`config.mk`:
```
export PLATFORM = sky130hd
export DESIGN_NAME = wb_mux_n_reg
export DESIGN_NICKNAME = d
export VERILOG_FILES = /design/src/rtl/wb_mux_pkg.sv /design/src/rtl/wb_addr_decode.sv /design/src/rtl/wb_mux_n_reg.sv
export SDC_FILE = /design/constraint.sdc
export NUM_CORES = 1
export LEC_CHECK = 0
export ABC_AREA = 1
export BUFFER_PORTS_ARGS = -buffer_cell sky130_fd_sc_hd__buf_2
export CAP_MARGIN = 20
export CORE_AREA = 2 2 205 207
export CTS_BUF_LIST = sky130_fd_sc_hd__clkbuf_4 sky130_fd_sc_hd__clkbuf_8 sky130_fd_sc_hd__clkbuf_16
export DETAILED_ROUTE_END_ITERATION = 6
export DIE_AREA = 0 0 207 209
export SYNTH_ARGS = -nofsm -noshare
export SYNTH_HDL_FRONTEND = slang
export SYNTH_SLANG_ARGS = --single-unit
```
`constraint.sdc`:
```
create_clock -name clk -period 2.46 [get_ports clk]
set_input_delay 0.492 -clock clk [delete_from_list [all_inputs] [get_ports clk]]
set_output_delay 0.492 -clock clk [all_outputs]
set_load 0.02 [all_outputs]
```
`src/rtl/wb_mux_pkg.sv`:
```
// Shared types for the registered Wishbone N-port mux: FSM states, response
// encoding and the watchdog counter width.
package wb_mux_pkg;

    typedef enum logic [1:0] {
        IDLE   = 2'd0,
        ACTIVE = 2'd1,
        RESP   = 2'd2
    } state_e;

    typedef enum logic [1:0] {
        RSP_ACK = 2'd0,
        RSP_ERR = 2'd1,
        RSP_RTY = 2'd2
    } rsp_e;

    localparam int TMO_CNT_W = 16;

    // Caller guarantees at least one of ack/err/rty is set; rty is the fallback.
    function automatic rsp_e rsp_prio(input logic ack, input logic err);
        if (ack) begin
            return RSP_ACK;
        end else if (err) begin
            return RSP_ERR;
        end
        return RSP_RTY;
    endfunction

endpackage

```
`src/rtl/wb_addr_decode.sv`:
```
// Combinational address/mask decoder: reports whether any slave matches and the
// lowest matching slave index.
module wb_addr_decode
    import wb_mux_pkg::*;
#(
    parameter int ADDR_WIDTH = 32,
    parameter int NUM_SLAVES = 4,
    parameter int IDX_W      = 2,
    parameter logic [NUM_SLAVES*ADDR_WIDTH-1:0] SLAVE_ADDR = '0,
    parameter logic [NUM_SLAVES*ADDR_WIDTH-1:0] SLAVE_MASK = '0
) (
    input  logic [ADDR_WIDTH-1:0] adr_i,
    output logic                  match_o,
    output logic [IDX_W-1:0]      idx_o
);

    always_comb begin
        match_o = 1'b0;
        idx_o   = '0;
        // Walk downwards so the lowest matching index is the one left standing.
        for (int i = NUM_SLAVES - 1; i >= 0; i--) begin
            if (((adr_i ^ SLAVE_ADDR[i*ADDR_WIDTH +: ADDR_WIDTH])
                 & SLAVE_MASK[i*ADDR_WIDTH +: ADDR_WIDTH]) == '0) begin
                match_o = 1'b1;
                idx_o   = IDX_W'(i);
            end
        end
    end

endmodule

```
`src/rtl/wb_mux_n_reg.sv`:
```
// Registered one-master / NUM_SLAVES-slave Wishbone classic interconnect with
// decode-miss error, master abort and optional watchdog (WB_MUX_TIMEOUT_EN).
module wb_mux_n_reg
    import wb_mux_pkg::*;
#(
    parameter int DATA_WIDTH     = 32,
    parameter int ADDR_WIDTH     = 32,
    parameter int SELECT_WIDTH   = DATA_WIDTH / 8,
    parameter int NUM_SLAVES     = 4,
    parameter logic [NUM_SLAVES*ADDR_WIDTH-1:0] SLAVE_ADDR = '0,
    parameter logic [NUM_SLAVES*ADDR_WIDTH-1:0] SLAVE_MASK = '0,
    parameter int TIMEOUT_CYCLES = 255
) (
    input  logic                             clk,
    input  logic                             rst,
    input  logic [ADDR_WIDTH-1:0]            wbm_adr_i,
    input  logic [DATA_WIDTH-1:0]            wbm_dat_i,
    output logic [DATA_WIDTH-1:0]            wbm_dat_o,
    input  logic                             wbm_we_i,
    input  logic [SELECT_WIDTH-1:0]          wbm_sel_i,
    input  logic                             wbm_stb_i,
    input  logic                             wbm_cyc_i,
    output logic                             wbm_ack_o,
    output logic                             wbm_err_o,
    output logic                             wbm_rty_o,
    output logic [NUM_SLAVES*ADDR_WIDTH-1:0] wbs_adr_o,
    input  logic [NUM_SLAVES*DATA_WIDTH-1:0] wbs_dat_i,
    output logic [NUM_SLAVES*DATA_WIDTH-1:0] wbs_dat_o,
    output logic [NUM_SLAVES-1:0]            wbs_we_o,
    output logic [NUM_SLAVES*SELECT_WIDTH-1:0] wbs_sel_o,
    output logic [NUM_SLAVES-1:0]            wbs_stb_o,
    output logic [NUM_SLAVES-1:0]            wbs_cyc_o,
    input  logic [NUM_SLAVES-1:0]            wbs_ack_i,
    input  logic [NUM_SLAVES-1:0]            wbs_err_i,
    input  logic [NUM_SLAVES-1:0]            wbs_rty_i
);

    localparam int IDX_W = (NUM_SLAVES > 1) ? $clog2(NUM_SLAVES) : 1;

    if (NUM_SLAVES < 1 || NUM_SLAVES > 16 || TIMEOUT_CYCLES < 1 || TIMEOUT_CYCLES > 65535)
    begin : g_param_chk
        $error("wb_mux_n_reg: NUM_SLAVES or TIMEOUT_CYCLES out of range");
    end

    state_e                  state_q;
    rsp_e                    rsp_q;
    logic [IDX_W-1:0]        idx_q;
    logic [ADDR_WIDTH-1:0]   adr_q;
    logic [DATA_WIDTH-1:0]   dat_q;
    logic                    we_q;
    logic [SELECT_WIDTH-1:0] sel_q;
    logic [NUM_SLAVES-1:0]   stb_q;
    logic [DATA_WIDTH-1:0]   rdat_q;
    logic [DATA_WIDTH-1:0]   mdat_q;
    logic                    ack_q;
    logic                    err_q;
    logic                    rty_q;
`ifdef WB_MUX_TIMEOUT_EN
    localparam logic [TMO_CNT_W-1:0] TMO_LIMIT = TMO_CNT_W'(TIMEOUT_CYCLES - 1);
    logic [TMO_CNT_W-1:0]    tmo_cnt_q;
`endif

    logic                    dec_match;
    logic [IDX_W-1:0]        dec_idx;
    logic [NUM_SLAVES-1:0]   dec_onehot;
    logic                    slv_ack;
    logic                    slv_err;
    logic                    slv_rty;
    logic [DATA_WIDTH-1:0]   slv_dat;
    logic                    rsp_visible;

    wb_addr_decode #(
        .ADDR_WIDTH (ADDR_WIDTH),
        .NUM_SLAVES (NUM_SLAVES),
        .IDX_W      (IDX_W),
        .SLAVE_ADDR (SLAVE_ADDR),
        .SLAVE_MASK (SLAVE_MASK)
    ) u_decode (
        .adr_i   (wbm_adr_i),
        .match_o (dec_match),
        .idx_o   (dec_idx)
    );

    always_comb begin
        dec_onehot = '0;
        for (int i = 0; i < NUM_SLAVES; i++) begin
            dec_onehot[i] = (dec_idx == IDX_W'(i));
        end
    end

    assign slv_ack     = wbs_ack_i[idx_q];
    assign slv_err     = wbs_err_i[idx_q];
    assign slv_rty     = wbs_rty_i[idx_q];
    assign slv_dat     = wbs_dat_i[int'(idx_q)*DATA_WIDTH +: DATA_WIDTH];
    // While the master is looking at a response its request is still the old
    // one; accepting it would replay the transfer.
    assign rsp_visible = ack_q | err_q | rty_q;

    always_ff @(posedge clk) begin
        if (rst) begin
            state_q <= IDLE;
            rsp_q   <= RSP_ACK;
            idx_q   <= '0;
            adr_q   <= '0;
            dat_q   <= '0;
            we_q    <= 1'b0;
            sel_q   <= '0;
            stb_q   <= '0;
            rdat_q  <= '0;
            mdat_q  <= '0;
            ack_q   <= 1'b0;
            err_q   <= 1'b0;
            rty_q   <= 1'b0;
`ifdef WB_MUX_TIMEOUT_EN
            tmo_cnt_q <= '0;
`endif
        end else begin
            ack_q <= 1'b0;
            err_q <= 1'b0;
            rty_q <= 1'b0;
            case (state_q)
                IDLE: begin
                    if (wbm_cyc_i && wbm_stb_i && !rsp_visible) begin
                        adr_q <= wbm_adr_i;
                        dat_q <= wbm_dat_i;
                        we_q  <= wbm_we_i;
                        sel_q <= wbm_sel_i;
                        idx_q <= dec_idx;
                        if (dec_match) begin
                            stb_q   <= dec_onehot;
                            state_q <= ACTIVE;
`ifdef WB_MUX_TIMEOUT_EN
                            tmo_cnt_q <= '0;
`endif
                        end else begin
                            rsp_q   <= RSP_ERR;
                            rdat_q  <= '0;
                            state_q <= RESP;
                        end
                    end
                end
                ACTIVE: begin
                    // Abort outranks any slave response arriving in the same cycle.
                    if (!wbm_cyc_i) begin
                        stb_q   <= '0;
                        state_q <= IDLE;
                    end else if (slv_ack || slv_err || slv_rty) begin
                        rsp_q   <= rsp_prio(slv_ack, slv_err);
                        rdat_q  <= slv_ack ? slv_dat : '0;
                        stb_q   <= '0;
                        state_q <= RESP;
                    end
`ifdef WB_MUX_TIMEOUT_EN
                    else if (tmo_cnt_q == TMO_LIMIT) begin
                        rsp_q   <= RSP_ERR;
                        rdat_q  <= '0;
                        stb_q   <= '0;
                        state_q <= RESP;
                    end else begin
                        tmo_cnt_q <= tmo_cnt_q + 1'b1;
                    end
`endif
                end
                RESP: begin
                    ack_q   <= (rsp_q == RSP_ACK);
                    err_q   <= (rsp_q == RSP_ERR);
                    rty_q   <= (rsp_q == RSP_RTY);
                    mdat_q  <= rdat_q;
                    state_q <= IDLE;
                end
                default: state_q <= IDLE;
            endcase
        end
    end

    for (genvar i = 0; i < NUM_SLAVES; i++) begin : g_slv
        assign wbs_adr_o[i*ADDR_WIDTH +: ADDR_WIDTH]     = adr_q;
        assign wbs_dat_o[i*DATA_WIDTH +: DATA_WIDTH]     = dat_q;
        assign wbs_sel_o[i*SELECT_WIDTH +: SELECT_WIDTH] = sel_q;
    end

    assign wbs_stb_o = stb_q;
    assign wbs_cyc_o = stb_q;
    assign wbs_we_o  = stb_q & {NUM_SLAVES{we_q}};
    assign wbm_dat_o = mdat_q;
    assign wbm_ack_o = ack_q;
    assign wbm_err_o = err_q;
    assign wbm_rty_o = rty_q;

endmodule

```
==> summary.txt, run 1 <==
Outcome
  • Run status: complete, no violations

Floorplanning
  • Placeable core region: 41,300 um2
  • Die area: 43,300 um2
  • Initial Utilization: 0.163
  • Die W: between 200 and 250 um
  • Height of the die: 209 um
  • Row Count: 75
  • IO Count: 532

Synth
  • Sequential fraction of the synthesis area: 0.420
  • Synth top area cells: dfxtp_1 (42%), buf_4 (24%), a21oi_1 (7.7%)
  • Warnings from Yosys: 0
  • Async SR Flop Fraction: 0
  • Area leader, netlist: dfxtp_1
  • Syn Area/Cell: around 8 um2
  • Post-synth top area share: 0.420
  • Synth unique cells: 21
  • Post-synthesis register bit count: about 140
  • Cells after Synth: 847
  • Synth cell count leaders: buf_4 (219), dfxtp_1 (141), a21oi_1 (103)
  • Mapped cell area: about 6700 um2
  • Count leader, synth: buf_4
  • Commonest register cell after synthesis: dfxtp_1
  • Post-synth EDFFs: 0

Timing
  • Hold Violations, Final: 0
  • Worst Clk Skew: 9.56 ps
  • RSZ-0062 raised after global routing: false
  • Worst-Margin Slew: 604 ps
  • Setup Viol. Count Final: 0
  • Fin Setup TNS: 0 ps
  • Slew Viols, Final: 0
  • Slew HR: 0.597
  • F_max: 578 MHz
  • Crit share post-route: 0.703
  • Hold_ws: 328 ps
  • Min Tclk post-route: approximately 1700 ps

Pwr
  • Sw power: 1.94 mW
  • Pwr per Cell Area: approximately 740 nW/um2
  • Leak Pwr: ~4.3 nW
  • Total Power: 6.12 mW
  • Sw Ratio: 0.316
  • Seq pwr share: 0.410
  • Logic gate share of total power: 0.178
  • Worst vdd ir: 0.325 mV
  • Clk pwr share: 0.412
  • Internal power: between 4 and 5 mW

GRT
  • Tot GR Track Use: 0.0934
  • Initial antenna violation count: 7
  • First-pass GRT wire length: approximately 30,000 um
  • Vias in the first global route: 5,043
  • Largest net degree at the start of global routing: 66
  • Overflow after GRT: 0

Layout
  • Area grow syn2layout: 23.7%
  • Layout cells sized above 1: 0.443
  • Final core occ: 0.201
  • # nets final: 1,252
  • FILL cells: 4,660

Job
  • Max cap viols: 0

Clock tree
  • H-Tree Depth: 4
  • Post-CTS Setup Bufs: 0
  • Clk sink count: 141
  • TritonCTS Buffers: 17
  • CTS Hold Bufs: 0
  • Resized cells post-CTS: 0
  • CTS tree: built
  • CTS root buf: clkbuf_16
  • CTS clk-pin slew, worst paths: around 70 ps
  • Max Root-Sink Buffers: 2
  • Worst-skew pair later-pin latency: 420 ps

Critical path
  • Reg-to-Reg End: wbm_dat_o[1]
  • Max stage delay on crit path: around 550 ps
  • Worst Setup EP: wbs_dat_o[5]
  • Worst R2R Setup Slack: 840 ps
  • Crit-path leading delay family: flip-flops
  • Crit Path Max Fanout: 5
  • Critical path buffer and inverter count: 1
  • Worst path depth: 1
  • Startpoint type of the worst setup path: flip-flop
  • Endpoint class of the critical path: output port
  • Worst R2R Path Depth: 5
  • Crit path DAT: 1240 ps
  • Reg2Reg Launch Point: state_q[1]
  • Critical path's slowest cell: dfxtp_1
  • Crit-path cells: buf_2
  • Required @ worst endpoint: 1970 ps
  • Worst setup path start: dat_q[5]
  • Crit path kind: flip-flop to output port

Drt
  • Initial drt markers: 294
  • DRC violations left: 0
  • Via density: 3.57
  • Vias post-DR: approximately 5.7k
  • Per-cell routed wire length: roughly 13 um
  • Drt total wl: 20,900 um
  • Post-route ant nets: 0
  • First-pass detailed-route iteration total: 4

Placed design
  • Global placement routability congestion: 0.838
  • I/O Buffers: 417
  • Post-DP HPWL: 15,700 um

Min path
  • Hold Crit Class: input pin to flip-flop
  • WHS Path Cells: 3
## registers in the layout (all words and copies together), names as in the netlist
name and count:
wbm_ack_o 1, state_q 2, wbm_err_o 1, rdat_q 32, wbm_rty_o 1, rsp_q 2
sel_q 4, wbm_dat_o 32, we_q 1, adr_q 32, dat_q 32, wbs_cyc_o 1
## worst register-to-register path, stage by stage (launching register included)
cell and delay (ps):
dfxtp_1 420, inv_2 60, nor2_2 370, inv_2 370, nor2_1 230, nor2_1 60
## routing by layer
metal | global-route usage | wire [um]
met3 | 0.0442 | 1790
met1 | 0.101 | 8300
met5 | 0 | 48
met4 | 0.0308 | 412
met2 | 0.161 | 10400
## stage by stage
stage | worst slack (ps) | std cells | area [um2]
6_report | 731 | 1594 | 8310
5_1_grt | 629 | 1592 | 8300
4_1_cts | 632 | 1590 | 8300
3_5_place_dp | 655 | 1559 | 7730
3_3_place_gp | 662 | 1559 | 7730
2_1_floorplan | 1150 | 855 | 6750
## area by class of cell
type / instances / area [um2] / share of cell area
diodes: 4 / 10.0 / 0.00121
well taps: 539 / 674 / 0.0812
clock inverters: 11 / 113 / 0.0136
multi-input cells: 373 / 1740 / 0.210
clock buffers: 20 / 454 / 0.0547
flip-flops and latches: 141 / 2820 / 0.340
inverters: 81 / 305 / 0.0368
repair buffers: 425 / 2180 / 0.263
## how the worst min path moves through the flow
stage	endpoint	start	slack [ps]
after detailed placement	wbm_ack_o	rsp_q[1]	420
after global routing	rdat_q[19]	wbs_dat_i[19]	300
after floorplan	wbm_ack_o	rsp_q[1]	400
after CTS	rdat_q[19]	wbs_dat_i[19]	290
after global placement	wbm_ack_o	rsp_q[1]	400
final	rdat_q[19]	wbs_dat_i[19]	330
## placed cells by master (no fill, tap or decap), drive strengths merged, types with 6 or more instances in the layout
| cell | instances |
|---|---|
| o21ai | 102 |
| dfxtp | 141 |
| buf | 425 |
| inv | 83 |
| nor2 | 73 |
| nand3 | 34 |
| nand2 | 49 |
| a21oi | 104 |
| clkinvlp | 6 |
| clkbuf | 20 |
| conb | 9 |
## cell families after synthesis
| logic type | synth area share |
|---|---|
| and+or+nand+nor | 0.0991 |
| buffers and inverters | 0.326 |
| AOI/OAI and AO/OA | 0.154 |
| DFF | 0.420 |
| other | 0.000558 |
## power groups by stage
stage,Clock (mW),Sequential [mW],Combinational (mW)
detailed placement,0,2.57,1.10
global placement,0,2.56,1.10
global route,2.72,2.53,1.16
finish,2.52,2.51,1.09
floorplan,0,2.64,0.872
CTS,2.63,2.52,1.10
No activity file was read; power rests on OpenSTA's default activity.
==> run 2, diff against run 1 <==
clock period = 1.8 ns   (was 2.46 ns; I/O delays follow)
==> summary.txt, run 2 (synthesized netlist as in run 1, its figures left out) <==
Timing
  • Slew Viols, Final: 0 (unchanged)
  • Setup Viol. Count Final: 0 (unchanged)
  • Fin Setup TNS: 0 ps (unchanged)
  • Worst-Margin Slew: 583 ps (-21.1 ps)
  • Worst Clk Skew: 7.78 ps (-1.78 ps)
  • Slew HR: 0.611 (+0.0141)
  • Hold Violations, Final: 0 (unchanged)
  • Min Tclk post-route: 1620 ps
  • F_max: 619 MHz
  • Hold_ws: 176 ps (-152 ps)
  • RSZ-0062 raised after global routing: false
  • Crit share post-route: 0.897

Layout
  • Area grow syn2layout: 24.8%
  • FILL cells: 4,585 (-1.6%)
  • Most common cell after layout, fill and taps aside: buf_2
  • Commonest cells after routing, fill and taps aside: buf_2 (417), dfxtp_1 (141), a21oi_1 (103), o21ai_0 (94), inv_1 (78)
  • Register area: 2820 um2 (unchanged)
  • # nets final: 1,255 (+0.24%)
  • Area of the multi-input gates: 1740 um2 (unchanged)
  • Layout cells sized above 1: 0.445 (+0.00211)

Placed design
  • Post-DP HPWL: 15,600 um (-0.97%)
  • I/O Buffers: 417 (unchanged)
  • Global placement routability congestion: 0.840 (+0.23%)

Pwr
  • Pwr per Cell Area: 1030 nW/um2 (+40%)
  • Total Power: 8.66 mW (+41%)
  • Leak Pwr: 4.34 nW (+1.4%)
  • Worst vdd ir: 0.694 mV (+110%)

GRT
  • Overflow after GRT: 0 (unchanged)
  • Largest net degree at the start of global routing: 83 (+26%)
  • Initial antenna violation count: 6 (-1)
  • Vias in the first global route: 4,946 (-1.9%)
  • Tot GR Track Use: 0.0931 (-0.000266)
  • First-pass GRT wire length: 30,400 um (-0.30%)

Floorplanning
  • Die area: 43,300 um2 (unchanged)
  • Initial Utilization: 0.163 (unchanged)
  • Die W: 207 um (unchanged)
  • IO Count: 532 (unchanged)
  • Placeable core region: 41,300 um2 (unchanged)
  • Row Count: 75 (unchanged)
  • Height of the die: 209 um (unchanged)

Outcome
  • Run status: complete, no violations

Clock tree
  • H-Tree Depth: 4 (unchanged)
  • CTS tree: built
  • CTS Hold Bufs: 0 (unchanged)
  • Post-CTS Setup Bufs: 0 (unchanged)
  • CTS clk-pin slew, worst paths: 70 ps (about the same)
  • Clk sink count: 141 (unchanged)
  • Resized cells post-CTS: 0 (unchanged)
  • TritonCTS Buffers: 17 (unchanged)
  • CTS root buf: clkbuf_16
  • Worst-skew pair later-pin latency: 450 ps (+30 ps)
  • Max Root-Sink Buffers: 2 (unchanged)

Critical path
  • Crit-path leading delay family: flip-flops
  • Crit-path cells: buf_2
  • Required @ worst endpoint: 1440 ps (-530 ps)
  • Critical path buffer and inverter count: 1 (unchanged)
  • Startpoint type of the worst setup path: flip-flop
  • Endpoint class of the critical path: output port
  • Max stage delay on crit path: 560 ps (about the same)
  • Critical path's slowest cell: dfxtp_1
  • Reg2Reg Launch Point: wbm_err_o
  • Worst setup path start: dat_q[5]
  • Crit path DAT: 1260 ps (+20 ps)
  • Crit Path Max Fanout: 5 (unchanged)
  • Crit path kind: flip-flop to output port

Drt
  • Met3 routed WL: 1790 um (+0.11%)
  • Post-route ant nets: 0 (unchanged)
  • Per-cell routed wire length: 12.9 um (-1.6%)
  • Routed wl met2: 10,200 um (-2.0%)
  • Highest metal layer with signal wires: met5
  • Vias post-DR: 5,675 (-0.19%)
  • Initial drt markers: 271 (-7.8%)
  • First-pass detailed-route iteration total: 4 (unchanged)
  • Via density: 3.56 (-0.26%)
  • Drt total wl: 20,600 um (-1.6%)
  • Met1 WL: 8150 um (-1.8%)
  • DRC violations left: 0 (unchanged)

Job
  • Max cap viols: 0 (unchanged)

Min path
  • Hold Crit Class: input pin to flip-flop
  • Min-delay src: wbs_dat_i[27]
==> run 2: cell count changes in the layout (fill, tap and decap cells not counted) <==
cell / delta
buf_12: +1
buf_4: +2
bufinv_16: +1
clkbuf_4: -2
clkbuf_8: -1
clkinv_4: -1
clkinv_8: +1
clkinvlp_4: -5
diode_2: -3
inv_6: +5
inv_8: +3
==> run 2: worst paths after layout <==
path / to / slack [ps] / cells past startpoint
max: wbs_dat_o[5] / 180 / 1
min: rdat_q[27] / 180 / 3
max reg2reg: dat_q[16] / 390 / 5
min reg2reg: wbm_ack_o / 420 / 1
==> run 2: power by group <==
group          switching [mW]  leakage [nW]  internal [mW]
Sequential              0.172          1.15           3.26
Clock                    1.62         0.301           2.12
Combinational            1.01          2.89          0.483
==> run 2: per-layer routing <==
metal	vias up	GRT usage
met5	-	0
met1	2549	0.100
li1	2850	-
met2	239	0.158
met4	8	0.0340
met3	29	0.0452
==> run 2: stage by stage <==
stage / util / area, um2 / worst slack [ps] / cells
2_1_floorplan: - / 6750 / 584 / 855
3_3_place_gp: 0.188 / 7760 / 302 / 1562
3_5_place_dp: 0.188 / 7760 / 289 / 1562
4_1_cts: 0.203 / 8380 / 78.7 / 1594
5_1_grt: 0.203 / 8380 / 104 / 1594
6_report: 0.203 / 8380 / 185 / 1595
==> run 2: final cells by class <==
cell class,count,share of cell area
multi-input combinational,373,0.208
clock buffer,17,0.0508
inverter,81,0.0364
timing repair buffer,428,0.265
clock inverter,15,0.0227
tap,539,0.0805
sequential,141,0.337
antenna,1,0.000299
